$ cat src/rtl/sdram_ctrl_if_if.sv
// Host command bus into sdram_ctrl_if: 3-bit encoded command plus address over valid/ready.
interface sdram_ctrl_if_if #(
  parameter int ASIZE = 23
);
  logic [2:0]       CMD;
  logic             CMD_VALID;
  logic             CMD_READY;
  logic [ASIZE-1:0] ADDR;

  modport master (output CMD, CMD_VALID, ADDR, input CMD_READY);
  modport slave  (input CMD, CMD_VALID, ADDR, output CMD_READY);
endinterface

$ cat src/rtl/sdram_ctrl_if.sv
// SDRAM controller host front end: command decode to held strobes, refresh timer, power-up init.
// Power-up sequence (IWAIT/IPRE/IREF/ILMR) is built only when SDRAM_AUTO_INIT_EN is defined.
//
// state | meaning
// IWAIT | power-up wait, counting INIT_PER cycles
// IPRE  | init PRECHARGE held until CM_ACK
// IREF  | init REFRESH held until CM_ACK, INIT_REFS times
// ILMR  | init LOAD_MODE with SADDR = MODE_REG held until CM_ACK
// IDLE  | CMD_READY high, accepting host commands
// BUSY  | strobe held until CM_ACK
module sdram_ctrl_if #(
  parameter int               ASIZE     = 23,
  parameter logic [15:0]      REF_PER   = 16'd1560,
  parameter logic [15:0]      INIT_PER  = 16'd20000,
  parameter logic [3:0]       INIT_REFS = 4'd8,
  parameter logic [ASIZE-1:0] MODE_REG  = 'h037
) (
  input  logic             CLK,
  input  logic             RESET_N,
  sdram_ctrl_if_if.slave   host,
  input  logic             CM_ACK,
  input  logic             REF_ACK,
  output logic             NOP,
  output logic             READA,
  output logic             WRITEA,
  output logic             REFRESH,
  output logic             PRECHARGE,
  output logic             LOAD_MODE,
  output logic [ASIZE-1:0] SADDR,
  output logic             REF_REQ,
  output logic             INIT_REQ,
  output logic             INIT_DONE
);

  localparam int C_NOP = 0;
`ifdef SDRAM_AUTO_INIT_EN
  localparam int C_REF = 3;
  localparam int C_PRE = 4;
  localparam int C_LMR = 5;

  typedef enum logic [2:0] {S_IWAIT, S_IPRE, S_IREF, S_ILMR, S_IDLE, S_BUSY} state_t;
  localparam state_t S_RST = S_IWAIT;

  logic [15:0] init_cnt;
  logic [3:0]  refs_left;
`else
  typedef enum logic [0:0] {S_IDLE, S_BUSY} state_t;
  localparam state_t S_RST = S_IDLE;

  logic unused_cfg;
  assign unused_cfg = ^{INIT_PER, INIT_REFS, MODE_REG};
  assign INIT_REQ   = 1'b0;
`endif

  state_t      state;
  logic [5:0]  strb;    // one-hot, bit index equals the command code
  logic [15:0] ref_cnt;
  logic        cmd_ready;

  assign cmd_ready      = (state == S_IDLE) && INIT_DONE;
  assign host.CMD_READY = cmd_ready;
  assign {LOAD_MODE, PRECHARGE, REFRESH, WRITEA, READA, NOP} = strb;

  always_ff @(posedge CLK) begin
    if (!RESET_N) begin
      state     <= S_RST;
      strb      <= '0;
      SADDR     <= '0;
      INIT_DONE <= 1'b0;
`ifdef SDRAM_AUTO_INIT_EN
      INIT_REQ  <= 1'b0;
      init_cnt  <= INIT_PER;
      refs_left <= INIT_REFS;
`endif
    end else begin
      strb[C_NOP] <= 1'b0;
      case (state)
`ifdef SDRAM_AUTO_INIT_EN
        S_IWAIT: begin
          if (init_cnt <= 16'd1) begin
            state    <= S_IPRE;
            INIT_REQ <= 1'b1;
          end else begin
            init_cnt <= init_cnt - 16'd1;
          end
        end
        // Each init step raises its strobe on entry, so an ack only counts once the strobe is up.
        S_IPRE: begin
          if (!strb[C_PRE]) begin
            strb[C_PRE] <= 1'b1;
          end else if (CM_ACK) begin
            strb[C_PRE] <= 1'b0;
            refs_left   <= INIT_REFS;
            state       <= S_IREF;
          end
        end
        S_IREF: begin
          if (!strb[C_REF]) begin
            strb[C_REF] <= 1'b1;
          end else if (CM_ACK) begin
            strb[C_REF] <= 1'b0;
            if (refs_left <= 4'd1) state <= S_ILMR;
            else refs_left <= refs_left - 4'd1;
          end
        end
        S_ILMR: begin
          if (!strb[C_LMR]) begin
            strb[C_LMR] <= 1'b1;
            SADDR       <= MODE_REG;
          end else if (CM_ACK) begin
            strb[C_LMR] <= 1'b0;
            INIT_REQ    <= 1'b0;
            INIT_DONE   <= 1'b1;
            state       <= S_IDLE;
          end
        end
`endif
        S_IDLE: begin
`ifndef SDRAM_AUTO_INIT_EN
          INIT_DONE <= 1'b1;
`endif
          if (host.CMD_VALID && cmd_ready) begin
            SADDR <= host.ADDR;
            case (host.CMD)
              3'd1, 3'd2, 3'd3, 3'd4, 3'd5: begin
                strb  <= 6'd1 << host.CMD;
                state <= S_BUSY;
              end
              default: strb[C_NOP] <= 1'b1;
            endcase
          end
        end
        S_BUSY: begin
          if (CM_ACK) begin
            strb  <= '0;
            state <= S_IDLE;
          end
        end
        default: begin
          strb  <= '0;
          state <= S_RST;
        end
      endcase
    end
  end

  // Expiry wins over a coincident REF_ACK so no refresh interval is lost.
  always_ff @(posedge CLK) begin
    if (!RESET_N) begin
      ref_cnt <= REF_PER;
      REF_REQ <= 1'b0;
    end else if (INIT_DONE) begin
      if (ref_cnt <= 16'd1) begin
        ref_cnt <= REF_PER;
        REF_REQ <= 1'b1;
      end else begin
        ref_cnt <= ref_cnt - 16'd1;
        if (REF_ACK) REF_REQ <= 1'b0;
      end
    end
  end

endmodule

$ cat src/flat_wrapper.sv
// flat-port wrapper written by rule: the top's interface ports become plain ports
module sdram_ctrl_if_flat 
#(
  parameter int               ASIZE     = 23,
  parameter logic [15:0]      REF_PER   = 16'd1560,
  parameter logic [15:0]      INIT_PER  = 16'd20000,
  parameter logic [3:0]       INIT_REFS = 4'd8,
  parameter logic [ASIZE-1:0] MODE_REG  = 'h037
)
  (CLK, RESET_N, CM_ACK, REF_ACK, NOP, READA, WRITEA, REFRESH, PRECHARGE, LOAD_MODE, SADDR, REF_REQ, INIT_REQ, INIT_DONE, host_CMD, host_CMD_VALID, host_ADDR, host_CMD_READY);
  sdram_ctrl_if_if #(.ASIZE(ASIZE)) host_i ();
  input  logic CLK;
  input  logic RESET_N;
  input  logic CM_ACK;
  input  logic REF_ACK;
  output logic NOP;
  output logic READA;
  output logic WRITEA;
  output logic REFRESH;
  output logic PRECHARGE;
  output logic LOAD_MODE;
  output logic [ASIZE-1:0] SADDR;
  output logic REF_REQ;
  output logic INIT_REQ;
  output logic INIT_DONE;
  input wire logic [$bits(host_i.CMD)-1:0] host_CMD;
  input wire logic [$bits(host_i.CMD_VALID)-1:0] host_CMD_VALID;
  input wire logic [$bits(host_i.ADDR)-1:0] host_ADDR;
  output wire logic [$bits(host_i.CMD_READY)-1:0] host_CMD_READY;
  assign host_i.CMD = host_CMD;
  assign host_i.CMD_VALID = host_CMD_VALID;
  assign host_i.ADDR = host_ADDR;
  assign host_CMD_READY = host_i.CMD_READY;
  sdram_ctrl_if #(.ASIZE(ASIZE), .REF_PER(REF_PER), .INIT_PER(INIT_PER), .INIT_REFS(INIT_REFS), .MODE_REG(MODE_REG)) u_core (.CLK(CLK), .RESET_N(RESET_N), .host(host_i), .CM_ACK(CM_ACK), .REF_ACK(REF_ACK), .NOP(NOP), .READA(READA), .WRITEA(WRITEA), .REFRESH(REFRESH), .PRECHARGE(PRECHARGE), .LOAD_MODE(LOAD_MODE), .SADDR(SADDR), .REF_REQ(REF_REQ), .INIT_REQ(INIT_REQ), .INIT_DONE(INIT_DONE));
endmodule
$ cat config.mk
export PLATFORM = sky130hd
export DESIGN_NAME = sdram_ctrl_if_flat
export DESIGN_NICKNAME = d
export VERILOG_FILES = /design/src/rtl/sdram_ctrl_if_if.sv /design/src/rtl/sdram_ctrl_if.sv /design/src/flat_wrapper.sv
export SDC_FILE = /design/constraint.sdc
export NUM_CORES = 1
export LEC_CHECK = 0
export BUFFER_PORTS_ARGS = -buffer_cell sky130_fd_sc_hd__buf_2
export CORE_MARGIN = 10
export CORE_UTILIZATION = 39
export CTS_CLUSTER_SIZE = 8
export DETAILED_ROUTE_END_ITERATION = 10
export PLACE_DENSITY_LB_ADDON = 0.25
export SKIP_CTS_REPAIR_TIMING = 1
export SLEW_MARGIN = 5
export SYNTH_ARGS = -nofsm -noshare
export SYNTH_HDL_FRONTEND = slang
export SYNTH_SLANG_ARGS = --single-unit
$ cat constraint.sdc
create_clock -name CLK -period 4.3 [get_ports CLK]
set_input_delay 0.215 -clock CLK [delete_from_list [all_inputs] [get_ports CLK]]
set_output_delay 0.215 -clock CLK [all_outputs]
set_load 0.005 [all_outputs]
# Word level (Yosys, flattened, before mapping)
# Index checks and enable logic that the tools add are counted.
# Widths: inputs -> output; s select.
[word_totals] in_bits=31 regBits=48 out_inout_bits=33 wordCells=38
[classes] order_cmp=1 bitwise_logic=1 n_eq_ne=8 n_shift=1 add_sub_neg=1 muxes=12 n_reduce_logical=7
[ops] cell="$le 16x1->1 const B" n=1
[ops] cell="$mux 16" n=1
[ops] cell="$sub 16x1->16 const B" n=1
[ops] cell="$mux 6" n=2
[ops] cell="$pmux 6 s2" n=1
[ops] cell="$eq 3x2->1 const B" n=2
[ops] cell="$eq 3x3->1 const B" n=2
[ops] cell="$mux 1" n=6
[ops] cell="$ne 2x2->1 const B" n=3
[ops] cell="$shl 1x3->6 const A" n=1
[ops] cell="$mux 5" n=1
[ops] cell="$reduce_or 5->1" n=1
[ops] cell="$reduce_and 2->1" n=2
[ops] cell="$eq 3x1->1 const B" n=1
[ops] cell="$reduce_and 3->1" n=1
[ops] cell="$logic_and 1x1->1" n=2
[ops] cell="$pmux 1 s2" n=1
[ops] cell="$reduce_bool 2->1" n=1
[ops] cell="$not 1->1" n=1

# Longest topological paths before layout
# Gate-level depths: netlist of run 1.
[depth] depth_word=5 ltp_mapped=6 ltp_nobuf=6

# Worst setup path before layout of run 1
# OpenSTA, ideal clock, no wires.
[synth_timing] path_type="reg2reg" startpoint="reg u_core.ref_cnt[4]" endpoint="reg u_core.ref_cnt[13]" path_stages_with_launch=6 setup_slack_ps=2616 required_ps=4170 period_less_slack_ps=1684 arrival_ps=1554 setup_time_ps=130 n_path_buf=1 cell_sequence="dfxtp_1 nor4_4 nand2_1 o41ai_2 buf_4 a21oi_1"
[synth_between] elab_chain_cells=2 elab_cells_between_ends=3 cone_classes="add/sub (1); order compare (1); mux (1)"
[synth_rtl] element="start, declared" line_no="sdram_ctrl_if.sv:57" text="logic [15:0] ref_cnt;"
[synth_rtl] element="start signal, assigned" line_no="sdram_ctrl_if.sv:157" text="ref_cnt <= ref_cnt - 16'd1;"
[synth_rtl] element="$sub 16x1->16 / $le 16x1->1 (equally long branches)" line_no="sdram_ctrl_if.sv:157, sdram_ctrl_if.sv:153"
[synth_rtl] element="$mux 16 (*)" line_no="sdram_ctrl_if.sv:153" text="if (ref_cnt <= 16'd1) begin"
# Every way passes the cells marked *; elsewhere a longest branch is shown, timed or not.
# A chain may end at the register's enable or synchronous reset.

# Worst setup path after layout of run 1
[layout_timing] startpoint="reg u_core.INIT_DONE" endpoint="reg u_core.strb[1]"
[layout_between] elab_chain_cells=4
[layout_rtl] element="start, declared" line_no="sdram_ctrl_if.sv:32" text="output logic INIT_DONE"
[layout_rtl] element="start signal, assigned" line_no="sdram_ctrl_if.sv:69" text="INIT_DONE <= 1'b0;"
[layout_rtl] element="start signal, assigned" line_no="sdram_ctrl_if.sv:120" text="INIT_DONE <= 1'b1;"
[layout_rtl] element="$logic_and 1x1->1" line_no="sdram_ctrl_if.sv:60" text="assign cmd_ready = (state == S_IDLE) && INIT_DONE;"
[layout_rtl] element="$logic_and 1x1->1" line_no="sdram_ctrl_if.sv:122" text="if (host.CMD_VALID && cmd_ready) begin"
[layout_rtl] element="$ne 2x2->1 (no line)"
[layout_rtl] element="$reduce_and 3->1 (no line)"
[layout_rtl] element="end signal, assigned" line_no="sdram_ctrl_if.sv:126" text="strb <= 6'd1 << host.CMD;"
[layout_rtl] element="end, declared" line_no="sdram_ctrl_if.sv:56" text="logic [5:0] strb;"
# Every way passes these cells.

==> impl_metrics.csv, run 1 <==
group,metric,value,unit
outcome,status,"finished, final reports clean",
setup_path,worstSetupEndpointType,"flop",
cells_and_area,multiInputGateArea,991,sq um
synthesis,ys_ff_latch,48,
synthesis,synth_cells,225,
clocking,cts_sinks,48,
floorplanning,coreArea,0.00507,sq mm
drt,final_antenna_net_count,0,
worst_hold_path,hold_depth,3,
synthesis,synth_area,0.00202,sq mm
worst_hold_path,min_path_type,"in -> reg",
floorplanning,die_y,92.0,um
drt,routedWlPerCell,13.3,um
place,place_hpwl,3470,um
setup_path,reg2reg_to,"u_core.strb[1]$_SDFFE_PN0P_",
cells_and_area,final_core_util,0.490,
power,power,915,uW
setup_path,criticalPathCategory,"reg -> reg",
global_route,grt_pass1_vias,1754,
cells_and_area,fin_nets,315,
clocking,clock_latency,0.30,ns
clocking,root_buffer,"clkbuf_8",
power,power.leakage,0.00104,uW
sta,slew_violations,0,
setup_path,required,4.50,ns
global_route,antenna_found_initial,0,
global_route,grt_usage,0.115,
drt,vias_per_cell,4.82,
drt,drt_wl_total,4690,um
setup_path,cp-start-kind,"flop",
drt,drc_errors,0,
clocking,clk_pin_slew,0.09,ns
synthesis,seq_area_frac_synth,0.476,
synthesis,yosys.cell_types.count,45,
cells_and_area,regArea,961,sq um
drt,dr.pass1.iters,4,
worst_hold_path,min_from,"host_ADDR[17]",
synthesis,synth_top_area_cell,"dfxtp_1",
floorplanning,io_pins,64,
setup_path,worstSetupStartpoint,"u_core.INIT_DONE$_SDFFE_PN0N_",
sta,worst_pin_slew,1.05,ns
sta,finClkSkew,0.00351,ns
global_route,grt_start_max_net_pins,32,
clocking,cts_tree,"built",
clocking,htree_levels,2,
cells_and_area,drive_above_1_share,0.279,
worst_hold_path,hold_end,"u_core.SADDR[17]$_SDFFE_PN0P_",
place,place.gp.congestion,0.738,
synthesis,synth.avg_cell_area,8.98,sq um
floorplanning,dieArea,0.00846,sq mm
sta,hold_violations,0,
sta,setup_tns,0,ns
setup_path,arrival,2.55,ns
place,dpl_cell_area,0.00236,sq mm
place,port_buffers,62,
floorplanning,initial_core_util,0.398,
sta,timing.fmax,426,MHz
floorplanning,placementRows,26,
synthesis,synth.top_cell.area_share,0.476,
sta,grt_setup_unrepaired,"false",
sta,period_needed,2.35,ns
cells_and_area,area_delta_synth_final,23.0,%
synthesis,synth_warnings,0,
sta,period_share,0.546,
floorplanning,fp.dieW,92.0,um
drt,drt_iter0_markers,87,
global_route,grt_overflow,0,
cells_and_area,final_area,0.00249,sq mm
power,p_per_area,368,mW/mm^2
run,maxCapViolCount,0,
cells_and_area,antenna-diode-count,0,
setup_path,reg2reg_depth,4,
setup_path,rrSetupSlack,1.95,ns
power,peakVddDrop,0.201,mV
synthesis,synth_nets,258,
sta,finalSetupViolations,0,
setup_path,r2r-start,"u_core.INIT_DONE$_SDFFE_PN0N_",
global_route,grt_pass1_wl,8120,um
cells_and_area,num-fill-cells,527,
synthesis,synth_area_leaders,"dfxtp_1, nand2_1, a21boi_0, xor2_1, nor2_1",
setup_path,crit_fanout,25,
sta,relSlewSlack,0.291,
clocking,cts_buffers,5,
clocking,clk_path_buf_depth,2,
drt,vias,1700,
## cell usage after synthesis, drive strengths merged
library cell and n:
inv 4, xnor2 2, nand2b 1, o41a 1
nand3 3, nand4 3, or2b 1, nand4b 3
and3 2, or3 1, a21oi 3, a32o 1
a211oi 1, a22o 2, a21boi 27, nand2 56
nor2 16, o21ai 2, nor3b 2, o21a 3
nor3 3, xor2 9, o41ai 3, a211o 1
ha 2, or4 1, o21bai 1, nand3b 2
and4bb 1, conb 1, o2bb2ai 1, dfxtp 48
clkbuf 9, o31ai 1, buf 3, nor4 3
or4b 1, and3b 1
## area by class of cell
| cell class | count | area share |
|---|---|---|
| clock buffer | 6 | 0.0332 |
| clock inverter | 2 | 0.0156 |
| inverter | 4 | 0.00604 |
| multi-input combinational | 161 | 0.399 |
| sequential | 48 | 0.387 |
| tap | 70 | 0.0352 |
| timing repair buffer | 62 | 0.125 |
## worst max-delay path by stage
| stage | endpoint | slack, ns | cells past startpoint |
|---|---|---|---|
| CTS | u_core.ref_cnt[1]$_SDFFE_PN0P_ | 1.89 | 4 |
| floorplan | u_core.ref_cnt[13]$_SDFFE_PN0P_ | 2.62 | 5 |
| finish | u_core.strb[1]$_SDFFE_PN0P_ | 1.95 | 4 |
| detailed placement | u_core.ref_cnt[1]$_SDFFE_PN0P_ | 1.92 | 4 |
| global placement | u_core.strb[5]$_SDFFE_PN0P_ | 1.98 | 4 |
| global route | u_core.ref_cnt[1]$_SDFFE_PN0P_ | 1.72 | 4 |
## state kept, by name, summed over array words and instances (netlist names)
name	cells
u_core.REF_REQ	1
u_core.SADDR	23
u_core.strb	6
u_core.state	1
u_core.ref_cnt	16
u_core.INIT_DONE	1
## through the flow
stage	cells	worst slack (ns)	hold slack (ns)
floorplan	225	2.62	0.303
global placement	345	1.98	0.448
detailed placement	345	1.92	0.451
CTS	353	1.89	0.144
global route	353	1.72	0.145
finish	353	1.95	0.153
## layout by cell type (no fill, tap or decap), types with 3 or more instances in the layout
cell / instances
a21boi_0: 27
buf_2: 62
clkbuf_8: 6
dfxtp_1: 48
inv_1: 3
nand2_1: 56
nand3_1: 3
nand4b_1: 3
nor2_1: 16
nor3_1: 3
o21a_1: 3
xor2_1: 9
## cell families (layout without fill, tap and decap cells)
group | count (synthesis) | after routing | synth area share
XOR/XNOR | 11 | 11 | 0.0477
adder cells (fa/ha/maj) | 2 | 2 | 0.0124
other | 1 | 1 | 0.00186
flip-flops | 48 | 48 | 0.476
AND/OR/NAND/NOR | 100 | 100 | 0.247
buffers and inverters | 16 | 74 | 0.0340
AO/OA/AOI/OAI | 47 | 47 | 0.181
## power by group
group          internal (uW)  total (uW)  switching, uW
logic                   43.1        95.9           52.8
clock network            190         341            151
registers                463         478           15.1
total                    696         915            219
## routing by layer
layer  share of wire  track usage
met1            0.46        0.133
met2            0.43        0.177
met3           0.094       0.0611
met4           0.018       0.0437
met5               0            0
## worst max-delay path: stages (launching register included)
cell,delay [ns]
dfxtp_1,0.55
nand3b_1,0.72
a211o_1,0.53
and3_1,0.21
a22o_1,0.24
(Power assumes the default switching activity.)
==> run 2, diff against run 1 <==
clock period = 2.05 ns   (was 4.3 ns; I/O delays follow)
==> impl_metrics.csv, run 2 (synthesis gave the netlist of run 1 again) <==
group,metric,value,unit
drt,drc_errors,0,
cells_and_area,drive_above_1_share,0.293,
global_route,grt_overflow,0,
clocking,clock_latency,0.29,ns
clocking,htree_levels,2,
clocking,cts_tree,"built",
cells_and_area,top_regs,"u_core.SADDR (23), u_core.ref_cnt (16), u_core.strb (6)",
power,p_int,1300,uW
cells_and_area,fin_nets,323,
sta,period_share,0.900,
cells_and_area,most-common-layout-cells,"buf_2, nand2_1, dfxtp_1",
sta,hold_violations,0,
floorplanning,io_pins,64,
sta,period_needed,1.85,ns
global_route,grt_pass1_wl,8090,um
global_route,antenna_found_initial,0,
power,swShare,0.253,
cells_and_area,final_common_cell,"buf_2",
sta,finClkSkew,0.00150,ns
floorplanning,die_y,92.0,um
floorplanning,fp.dieW,92.0,um
drt,vias_per_cell,4.73,
drt,vias,1701,
place,port_buffers,62,
setup_path,arrival,2.03,ns
drt,routedWlPerCell,13.1,um
power,peakVddDrop,0.491,mV
run,maxCapViolCount,0,
power,clock_power_share,0.302,
sta,grt_setup_unrepaired,"false",
clocking,cts_buffers,5,
cells_and_area,largest_register_ffs,23,
sta,finalSetupViolations,0,
power,seq_power_share,0.573,
cells_and_area,antenna-diode-count,0,
place,place.gp.congestion,0.818,
cells_and_area,final_area,0.00250,sq mm
floorplanning,coreArea,0.00507,sq mm
place,place_hpwl,3560,um
clocking,clk_path_buf_depth,2,
setup_path,cp-start-kind,"flop",
floorplanning,dieArea,0.00846,sq mm
power,p_per_area,697,mW/mm^2
drt,dr.pass1.iters,4,
drt,drt_wl_total,4720,um
clocking,cts_sinks,48,
floorplanning,placementRows,26,
drt,final_antenna_net_count,0,
place,dpl_cell_area,0.00242,sq mm
setup_path,criticalPathCategory,"reg -> reg",
worst_hold_path,min_path_type,"in -> reg",
clocking,root_buffer,"clkbuf_8",
power,p_comb_frac,0.124,
clocking,clk_pin_slew,0.08,ns
sta,slew_violations,0,
outcome,status,"finished, final reports clean",
global_route,grt_usage,0.116,
global_route,grt_pass1_vias,1729,
cells_and_area,area_delta_synth_final,23.8,%
global_route,grt_start_max_net_pins,25,
setup_path,worstSetupEndpointType,"flop",
setup_path,required,2.24,ns
floorplanning,initial_core_util,0.398,
power,power.leakage,0.00106,uW
drt,drt_iter0_markers,65,
sta,timing.fmax,542,MHz
sta,setup_tns,0,ns
setup_path,crit_fanout,7,
cells_and_area,largest_register,"u_core.SADDR",
power,p_switching,441,uW
[run 2: cell count changes in the layout (fill, tap and decap cells not counted), sizes merged]
| cell | change |
|---|---|
| bufinv | -1 |
| buf | +8 |
[run 2: cell type report]
type	instances	area, sq um
Sequential cell	48	961
Clock buffer	6	72.6
Tap cell	70	87.6
Fill cell	528	2570
Multi-Input combinational cell	161	991
Inverter	4	15.0
Clock inverter	1	5.00
Timing Repair Buffer	70	370
[run 2: worst paths after layout]
path                                                        to                       startpoint  slack, ns  cells past startpoint
worst max-delay path            u_core.ref_cnt[1]$_SDFFE_PN0P_  u_core.ref_cnt[10]$_SDFFE_PN1P_       0.20                      5
worst min-delay path               u_core.strb[2]$_SDFFE_PN0P_                      host_CMD[0]       0.04                      2
worst max register to register  u_core.ref_cnt[1]$_SDFFE_PN0P_  u_core.ref_cnt[10]$_SDFFE_PN1P_       0.20                      5
worst min register to register    u_core.SADDR[2]$_SDFFE_PN0P_     u_core.SADDR[2]$_SDFFE_PN0P_       0.46                      2
[run 2: worst max-delay path, cell delays in order (launching register included)]
cell and delay, ns:
dfxtp_1 0.37, nor4_1 0.39, or2b_4 0.34, o41ai_2 0.37
buf_4 0.22, a211oi_1 0.05
[run 2: power by group through the flow]
stage                     clock (uW)  combinational [uW]  sequential (uW)
after CTS                        556                 222             1000
after global routing             590                 248             1010
after detailed placement           0                 220             1020
after floorplan                    0                 123             1020
final                            528                 217             1000
after global placement             0                 221             1020
[run 2: stage by stage]
stage / util / power (uW) / worst slack [ns] / hold WS (ns) / instances
floorplan: - / 1140 / 0.366 / 0.190 / 225
global placement: 0.478 / 1240 / 0.292 / 0.352 / 353
detailed placement: 0.478 / 1240 / 0.216 / 0.356 / 353
CTS: 0.493 / 1780 / 0.209 / 0.0262 / 360
global route: 0.493 / 1840 / 0.0982 / 0.0422 / 360
finish: 0.493 / 1740 / 0.204 / 0.0406 / 360
[run 2: layer usage]
metal	global-route usage	up-vias	routed length [um]
li1	-	899	-
met1	0.131	757	2080
met2	0.184	40	2140
met3	0.0619	5	460
met4	0.0386	0	48
met5	0	-	0
